**config.mk**
```make
export PLATFORM = sky130hd
export DESIGN_NAME = pattern_sequencer
export DESIGN_NICKNAME = d
export VERILOG_FILES = /design/src/rtl/pattern_pkg.sv /design/src/rtl/tick_gen.sv /design/src/rtl/pattern_sequencer.sv
export SDC_FILE = /design/constraint.sdc
export NUM_CORES = 1
export LEC_CHECK = 0
export BUFFER_PORTS_ARGS = -buffer_cell sky130_fd_sc_hd__buf_2
export CAP_MARGIN = 0
export CORE_MARGIN = 5
export CORE_UTILIZATION = 40
export CTS_CLUSTER_SIZE = 14
export DETAILED_ROUTE_END_ITERATION = 12
export GPL_TIMING_DRIVEN = 0
export PLACE_DENSITY = 0.52
export SYNTH_ARGS = -nofsm -noshare
export SYNTH_HDL_FRONTEND = slang
export SYNTH_SLANG_ARGS = --single-unit
```
**constraint.sdc**
```tcl
create_clock -name clk -period 3.6 [get_ports clk]
set_input_delay 1.08 -clock clk [delete_from_list [all_inputs] [get_ports clk]]
set_output_delay 1.08 -clock clk [all_outputs]
set_load 0.05 [all_outputs]
```
**src/rtl/pattern_pkg.sv**
```systemverilog
// Shared types and entry-layout helpers for the LED pattern sequencer.
// An entry is packed as {last, level[N_CH-1:0], dur[DUR_W-1:0]}.
package pattern_pkg;

  typedef enum logic {
    IDLE = 1'b0,
    RUN  = 1'b1
  } state_t;

  // 0.25 s per tick at 50 MHz
  localparam int QUARTER_TICKS = 12_500_000;
  localparam int DUR_LSB       = 0;

  function automatic int level_lsb(input int dur_w);
    return dur_w;
  endfunction

  function automatic int last_pos(input int n_ch, input int dur_w);
    return n_ch + dur_w;
  endfunction

  function automatic int entry_width(input int n_ch, input int dur_w);
    return n_ch + dur_w + 1;
  endfunction

endpackage

```
**src/rtl/tick_gen.sv**
```systemverilog
// Prescaler: one-cycle tick every TICK_DIV enabled cycles; clear restarts the count.
module tick_gen #(
  parameter int TICK_DIV = 4
) (
  input  logic clk,
  input  logic rst,
  input  logic clear,
  input  logic enable,
  output logic tick
);

  localparam int CW = (TICK_DIV > 1) ? $clog2(TICK_DIV) : 1;

  logic [CW-1:0] cnt_r;

  assign tick = enable && (cnt_r == CW'(TICK_DIV - 1));

  // Prescaler count, restarted by clear and wrapped on each tick
  always_ff @(posedge clk) begin
    if (rst) begin
      cnt_r <= {CW{1'b0}};
    end else if (clear) begin
      cnt_r <= {CW{1'b0}};
    end else if (enable) begin
      cnt_r <= tick ? {CW{1'b0}} : cnt_r + CW'(1);
    end else begin
      cnt_r <= cnt_r;
    end
  end

endmodule

```
**src/rtl/pattern_sequencer.sv**
```systemverilog
// Plays steps from a writable pattern memory onto N_CH LED channels,
// one-shot or looping, with a start/stop/busy/done handshake.
module pattern_sequencer
  import pattern_pkg::*;
#(
  parameter int TICK_DIV = QUARTER_TICKS,
  parameter int N_CH     = 4,
  parameter int DEPTH    = 32,
  parameter int DUR_W    = 8
) (
  input  logic                     clk,
  input  logic                     rst,
  input  logic                     wr_en,
  input  logic [$clog2(DEPTH)-1:0] wr_addr,
  input  logic [N_CH+DUR_W:0]      wr_data,
  input  logic                     start,
  input  logic                     stop,
  input  logic                     loop,
  output logic [N_CH-1:0]          led,
  output logic                     busy,
  output logic                     done,
  output logic [$clog2(DEPTH)-1:0] step_idx
);

  localparam int AW       = $clog2(DEPTH);
  localparam int EW       = entry_width(N_CH, DUR_W);
  localparam int LVL_LSB  = level_lsb(DUR_W);
  localparam int LAST_POS = last_pos(N_CH, DUR_W);

  logic [EW-1:0]    mem_r [DEPTH];
  state_t           state_r;
  logic             loop_r;
  logic             final_r;
  logic [DUR_W-1:0] dcnt_r;

  logic             tick_s;
  logic             step_end_s;
  logic             clear_s;
  logic [AW-1:0]    nidx_s;
  logic [EW-1:0]    nent_s;
  logic [DUR_W-1:0] ndur_s;
  logic             nfinal_s;

  tick_gen #(.TICK_DIV(TICK_DIV)) u_tick (
    .clk    (clk),
    .rst    (rst),
    .clear  (clear_s),
    .enable (state_r == RUN),
    .tick   (tick_s)
  );

  // Pattern memory write port; contents survive reset
  always_ff @(posedge clk) begin
    if (wr_en) begin
      mem_r[wr_addr] <= wr_data;
    end
  end

  // Next-step selection and entry decode, read at the moment a step is entered
  always_comb begin
    step_end_s = (state_r == RUN) && tick_s && (dcnt_r == DUR_W'(1));
    clear_s    = (state_r != RUN) || step_end_s;
    if ((state_r == RUN) && !final_r) begin
      nidx_s = step_idx + AW'(1);
    end else begin
      nidx_s = {AW{1'b0}};
    end
    nent_s = mem_r[nidx_s];
    if (nent_s[DUR_LSB +: DUR_W] == {DUR_W{1'b0}}) begin
      ndur_s = DUR_W'(1);
    end else begin
      ndur_s = nent_s[DUR_LSB +: DUR_W];
    end
    nfinal_s = nent_s[LAST_POS] || (nidx_s == AW'(DEPTH - 1));
  end

  // Playback FSM with registered outputs; stop outranks a step end
  always_ff @(posedge clk) begin
    if (rst) begin
      state_r  <= IDLE;
      led      <= {N_CH{1'b0}};
      busy     <= 1'b0;
      done     <= 1'b0;
      step_idx <= {AW{1'b0}};
      loop_r   <= 1'b0;
      final_r  <= 1'b0;
      dcnt_r   <= {DUR_W{1'b0}};
    end else begin
      done <= 1'b0;
      case (state_r)
        IDLE: begin
          if (start && !stop) begin
            state_r  <= RUN;
            loop_r   <= loop;
            busy     <= 1'b1;
            step_idx <= nidx_s;
            led      <= nent_s[LVL_LSB +: N_CH];
            dcnt_r   <= ndur_s;
            final_r  <= nfinal_s;
          end
        end
        RUN: begin
          if (stop) begin
            state_r  <= IDLE;
            led      <= {N_CH{1'b0}};
            busy     <= 1'b0;
            step_idx <= {AW{1'b0}};
          end else if (step_end_s && final_r && !loop_r) begin
            state_r  <= IDLE;
            led      <= {N_CH{1'b0}};
            busy     <= 1'b0;
            done     <= 1'b1;
            step_idx <= {AW{1'b0}};
          end else if (step_end_s) begin
            step_idx <= nidx_s;
            led      <= nent_s[LVL_LSB +: N_CH];
            dcnt_r   <= ndur_s;
            final_r  <= nfinal_s;
          end else if (tick_s) begin
            dcnt_r <= dcnt_r - DUR_W'(1);
          end
        end
        default: begin
          state_r <= IDLE;
          led     <= {N_CH{1'b0}};
          busy    <= 1'b0;
        end
      endcase
    end
  end

endmodule

```
### Word level (Yosys, flattened, before mapping)

Memories as Yosys holds them, arrays and structs flattened.
Cells that the tools add are included.

* flip-flop bits (word level): 46
* output and inout port bits: 11
* bits of input ports: 24
* memories kept: 1
* RAM bits: 416

Memories
* mem_r: words 32, width 13, read ports 1, clocked after Yosys merged registers in 0, wr ports 1, line pattern_sequencer.sv:30 `logic [EW-1:0] mem_r [DEPTH];`

* add/subtract/negate cells: 3
* bitwise operators: 1
* reductions and logical operators: 20
* eq/ne operators: 10
* muxes and demuxes: 35

Operators by type and width (count)
* two-way mux 8 bit: 6
* two-way mux 5 bit: 5
* adder 24 x 1 -> 24 bit (second input constant): 1
* equality test 24 bit (second input constant): 1
* two-way mux 24 bit: 1
* two-way mux 4 bit: 4
* one-hot mux 8 bit (2 select lines): 1
* two-way mux 1 bit: 13
* one-hot mux 5 bit (2 select lines): 1
* equality test 8 x 1 -> 1 bit (second input constant): 1
* zero test 8 bit: 1
* one-hot mux 4 bit (2 select lines): 1
* AND reduction 4 bit: 2
* subtractor 8 x 1 -> 8 bit (second input constant): 1
* logical AND 1 bit: 7
* one-hot mux 1 bit (2 select lines): 3
* AND reduction 2 bit: 3
* adder 5 x 1 -> 5 bit (second input constant): 1
* equality test 5 bit (second input constant): 1
* != test 2 x 1 -> 1 bit (second input constant): 2
* != test 2 bit (second input constant): 2
* != test 4 x 2 -> 1 bit (second input constant): 1
* zero test 1 bit: 3
* != test 3 x 1 -> 1 bit (second input constant): 1
* 5 further kinds: 6

### Longest topological paths before layout

An unclocked memory read counts as a cell.

* depth after elaboration: 10
* depth in mapped cells: 12

### Cells and area by module

A second synthesis with hierarchy kept.

* cell total of the unflattened synthesis: 1386
* area, all modules: 19215.9 µm²

By module, submodules not included
* pattern_sequencer: cells an instance 1248, sequential area each 12902.4 µm², area an instance 18036.0 µm², times used 1
* tick_gen: cells an instance 138, sequential area each 480.5 µm², area an instance 1179.9 µm², times used 1

### Least setup slack after synthesis

No wires, ideal clock.

* path kind: in2reg
* from: in wr_addr[1]
* to: mem mem_r[12][0] (netlist bit), enable pin
* data arrival time: 2.308 ns
* stages on the path: 3
* setup time: 0.382 ns
* required time: 3.218 ns
* setup slack: 0.910 ns
* cell sequence: or3b_2 clkbuf_1 nor2_1

RTL lines
* start, declared: line pattern_sequencer.sv:14 `input logic [$clog2(DEPTH)-1:0] wr_addr,`
* end, declared: line pattern_sequencer.sv:30

Straight into the memory's write port.

### Worst setup path in the final report

* from: reg step_idx[0]
* to: reg dcnt_r[6]

* cells in the longest elaborated chain, start to end: 9
* elaborated cells between the ends (all ways): 10

RTL lines
* start, declared: line pattern_sequencer.sv:22 `output logic [$clog2(DEPTH)-1:0] step_idx`
* start signal, assigned: line pattern_sequencer.sv:84 `step_idx <= {AW{1'b0}};`
* start signal, assigned: line pattern_sequencer.sv:96 `step_idx <= nidx_s;`
* start signal, assigned: line pattern_sequencer.sv:107 `step_idx <= {AW{1'b0}};`
* adder 5 x 1 -> 5 bit (*): line pattern_sequencer.sv:64 `nidx_s = step_idx + AW'(1);`
* two-way mux 5 bit (*): line pattern_sequencer.sv:63 `if ((state_r == RUN) && !final_r) begin`
* memory (32 x 13 bit) (*)
* zero test 8 bit: line pattern_sequencer.sv:69 `if (nent_s[DUR_LSB +: DUR_W] == {DUR_W{1'b0}}) begin`
* two-way mux 8 bit (*): line pattern_sequencer.sv:69
* two-way mux 8 bit: line pattern_sequencer.sv:114 `end else if (step_end_s) begin`
* two-way mux 8 bit: line pattern_sequencer.sv:108 `end else if (step_end_s && final_r && !loop_r) begin`
* two-way mux 8 bit: line pattern_sequencer.sv:103 `if (stop) begin`
* one-hot mux 8 bit (2 select lines) (*): line pattern_sequencer.sv:90 `case (state_r)`
* end signal, assigned: line pattern_sequencer.sv:98 `dcnt_r <= ndur_s;`
* end signal, assigned: line pattern_sequencer.sv:117 `dcnt_r <= ndur_s;`
* end signal, assigned: line pattern_sequencer.sv:120 `dcnt_r <= dcnt_r - DUR_W'(1);`
* end, declared: line pattern_sequencer.sv:34 `logic [DUR_W-1:0] dcnt_r;`

Mark *: on every way between the ends. The rest lies on a longest branch, timed or not. The select of a mux whose other input is x is not followed.
A chain may end at the register's enable or synchronous reset.

==> results.txt <==
----------------------------------------------------
[Synthesis]
  YS warnings ... 0
  Dominant cells by area after synthesis ... sky130_fd_sc_hd__edfxtp_1, sky130_fd_sc_hd__dfxtp_1, sky130_fd_sc_hd__nand2_1, sky130_fd_sc_hd__a211oi_1, sky130_fd_sc_hd__nor2_1
  Syn Nets ... 1435
  Most used standard cells in the synthesized netlist ... sky130_fd_sc_hd__edfxtp_1, sky130_fd_sc_hd__nand2_1, sky130_fd_sc_hd__nor2_1
  Number of enable-type register cells in the synthesized netlist ... 415
  Post-synth top area share ... 0.644
  Number of standard cells after synthesis ... 1407
  Post-synth cell types ... 81
  Fraction of the yosys area taken by sequential cells ... 0.692
  Area leader, netlist ... sky130_fd_sc_hd__edfxtp_1
  Synthesized flop and latch total ... 461
  Cell area after synthesis ... 19300 sq um
  Commonest register cell after synthesis ... sky130_fd_sc_hd__edfxtp_1
  Leading cell type by number of instances after synthesis ... sky130_fd_sc_hd__edfxtp_1
  Avg Synthesized Cell Area ... 13.7 sq um
  Ys async rst share ... 0

[Worst setup path]
  Startpoint type of the worst setup path ... register
  Data arrival time of the critical path ... 3.98 ns
  Worst endpoint required time ... 4.05 ns
  Largest incremental delay on the critical path ... 0.48 ns
  End point of the critical path ... dcnt_r[6]
  R2r worst-path depth ... 11
  Slowest cell on the critical path ... sky130_fd_sc_hd__a21oi_1
  Reg-to-Reg Start ... step_idx[0]
  Cell-by-cell listing of the critical path ... ha_1, xor2_4, and2_1, buf_4, buf_4, nand2_1, o22ai_1, a22oi_1, a21oi_1, o21ai_1, o2bb2ai_1
  Most frequent CP cell ... sky130_fd_sc_hd__buf_4
  Reg2reg setup slack ... 0.07 ns
  Kind of end point of the critical path ... register
  Top fanout value on the critical path ... 10
  CP Class ... reg -> reg
  Worst setup path start ... step_idx[0]
  Worst r2r dst ... dcnt_r[6]

[Global route]
  Global-route wire length before repair ... 93700 um
  Total track usage ... 0.245
  Vias in the first global route ... 12900
  Sum of overflow across all layers after global routing ... 0
  Largest net degree at the start of global routing ... 33
  Number of antenna violations at the first check in global routing ... 2

[Pwr]
  Total power density per cell area ... 502 nW/um^2
  Leakage component of the power ... 7.18 nW
  Worst-case vdd ir drop ... 0.389 mV
  Total power draw ... 11.2 mW

[Run status]
  Status ... complete, no violations

[Drt]
  Antenna Nets Post-Route ... 0
  Total Wirelength ... 65900 um
  DRC viols ... 0
  Drt first pass iters ... 5
  Average wire per cell in the routed design ... 30.3 um
  Number of vias per cell after detailed routing ... 6.07
  Total via count in the routed design ... 13200
  DR iter-0 viols ... 1696

[STA]
  Worst Max-Slew Pin Slew ... 1.41 ns
  Final hold vios ... 0
  Setup repair after global routing missed its margin ... no
  Worst slew margin relative to its limit ... 0.0621
  Minimum clock period ... 3.53 ns
  Period utilization ... 0.981
  Max-slew violation total from the final report ... 0
  Worst clock skew on the final layout ... 0.0256 ns
  Peak Freq ... 0.283 GHz
  Final setup viols ... 0

[Place]
  Placement-stage cell area ... 20800 sq um
  Port Buf Inserts ... 34
  Placer congestion estimate ... 0.920
  Estimated wirelength of the detail-placed design ... 43500 um

[Die]
  Core outline area ... 47700 sq um
  Boundary Pins ... 35
  Number of placement rows ... 80
  Die H ... 230 um
  Floorplan die area ... 52800 sq um
  Die X ... 230 um
  Initial core utilization ... 0.405

[Clocking]
  Maximum level of the CTS H-tree ... 2
  Clock buffers created by TritonCTS ... 50
  Cell at the root of the clock tree ... sky130_fd_sc_hd__clkbuf_16
  Maximum clock insertion buffer count ... 3
  Clock latency of the later-clocked register in the worst-skew pair ... 0.61 ns
  Sinks on the clock net ... 461
  Register clock-pin slew on the reported worst setup and hold paths ... 0.06 ns
  Number of buffers inserted to repair setup after CTS ... 0
  Clock tree from TritonCTS ... yes

[Layout]
  Layout cell share with drive strength beyond 1 ... 0.181
  Count of nets after finishing ... 1550
  Post-route standard cell area excluding fillers ... 22400 sq um
  Register cell area after layout ... 13400 sq um
  Area of combinational cells with multiple inputs ... 5530 sq um
  # fillers ... 4250
  Layout overhead on the synthesized area ... 16.0%
  Final Util ... 0.470

[Flow run]
  Maximum Capacitance Violations ... 0

[Hold path]
  Worst hold path type ... reg -> reg

----------------------------------------------------
-- cells in the final DEF, fill, tap and decap left out, types with 30 or more instances in the layout --
master                      count
sky130_fd_sc_hd__and2_1        30
sky130_fd_sc_hd__a21oi_1       47
sky130_fd_sc_hd__clkbuf_1      43
sky130_fd_sc_hd__mux2i_1       37
sky130_fd_sc_hd__edfxtp_1     415
sky130_fd_sc_hd__a211oi_1      52
sky130_fd_sc_hd__nand2_1      151
sky130_fd_sc_hd__nor2_1        72
sky130_fd_sc_hd__a311oi_1      36
sky130_fd_sc_hd__buf_2         79
sky130_fd_sc_hd__nor2_2        32
sky130_fd_sc_hd__clkbuf_16     51
sky130_fd_sc_hd__dfxtp_1       45
-- critical path, delay by kind of cell (launching register included) --
kind / cells / cell delay (ns)
compound gates: 5 / 1.38
flops: 1 / 0.46
buf+inv: 2 / 0.46
simple gates: 2 / 0.42
xor+xnor: 1 / 0.36
fa+ha+maj: 1 / 0.30
-- where the power goes --
group	total (mW)	internal [mW]	switching (mW)
clock network	4.90	2.79	2.11
registers	5.92	5.90	0.0221
logic	0.431	0.113	0.318
total	11.2	8.80	2.45
-- routing by layer --
layer / global-route usage / vias to the layer above / wire length (um)
li1: - / 5712 / -
met1: 0.339 / 6644 / 26800
met2: 0.392 / 720 / 30700
met3: 0.0369 / 140 / 5670
met4: 0.0962 / 0 / 2730
met5: 0 / - / 0
-- flip-flops by register name, summed over array words and instances (netlist names) --
| signal | cells |
|---|---|
| loop_r | 1 |
| step_idx | 5 |
| dcnt_r | 8 |
| led | 4 |
| mem_r | 415 |
| final_r | 1 |
| u_tick.cnt_r | 24 |
| done | 1 |
| busy | 1 |
| state_r | 1 |
-- cell type report --
class / count / share of cell area
Clock buffer: 74 / 0.0630
Antenna cell: 1 / 0.000112
Buffer: 95 / 0.0227
Sequential cell: 461 / 0.597
Tap cell: 615 / 0.0343
Clock inverter: 17 / 0.00564
Timing Repair Buffer: 64 / 0.0292
Multi-Input combinational cell: 839 / 0.246
Inverter: 11 / 0.00184
-- worst min path at each step --
stage / cells past startpoint / from / to
2_1_floorplan: 1 / u_tick.cnt_r[0] / u_tick.cnt_r[0]
3_3_place_gp: 1 / u_tick.cnt_r[0] / u_tick.cnt_r[0]
3_5_place_dp: 1 / u_tick.cnt_r[0] / u_tick.cnt_r[0]
4_1_cts: 1 / u_tick.cnt_r[0] / u_tick.cnt_r[0]
5_1_grt: 1 / u_tick.cnt_r[0] / u_tick.cnt_r[0]
6_report: 1 / u_tick.cnt_r[0] / u_tick.cnt_r[0]
-- stage by stage --
stage                     worst slack (ns)  TNS (ns)  hold WS, ns  instances
final                               0.0695         0        0.448       2177
after global routing                0.0464         0        0.482       2176
after CTS                           0.0124         0        0.454       2177
after detailed placement            -0.284    -0.766        0.441       2086
after global placement              -0.275     -8.32        0.429       2056
after floorplan                      0.910         0        0.418       1407
-- cell families (layout without fill, tap and decap cells) --
group           after synthesis  count (layout)  synth area share
compound gates              325             325             0.122
flops                       461             461             0.692
mux                          66              66            0.0371
fa+ha+maj                     4               4           0.00259
other cells                   0               1                 0
xor+xnor                     21              21           0.00990
buf+inv                     107             261            0.0278
simple gates                423             423             0.109
-- what timing repair did --
action,4_1_cts,5_1_grt
hold buffers,0,0
endpoints found under the setup margin,7,11
resized for setup,8,14
Note: power is estimated with default switching activity, not from simulation.
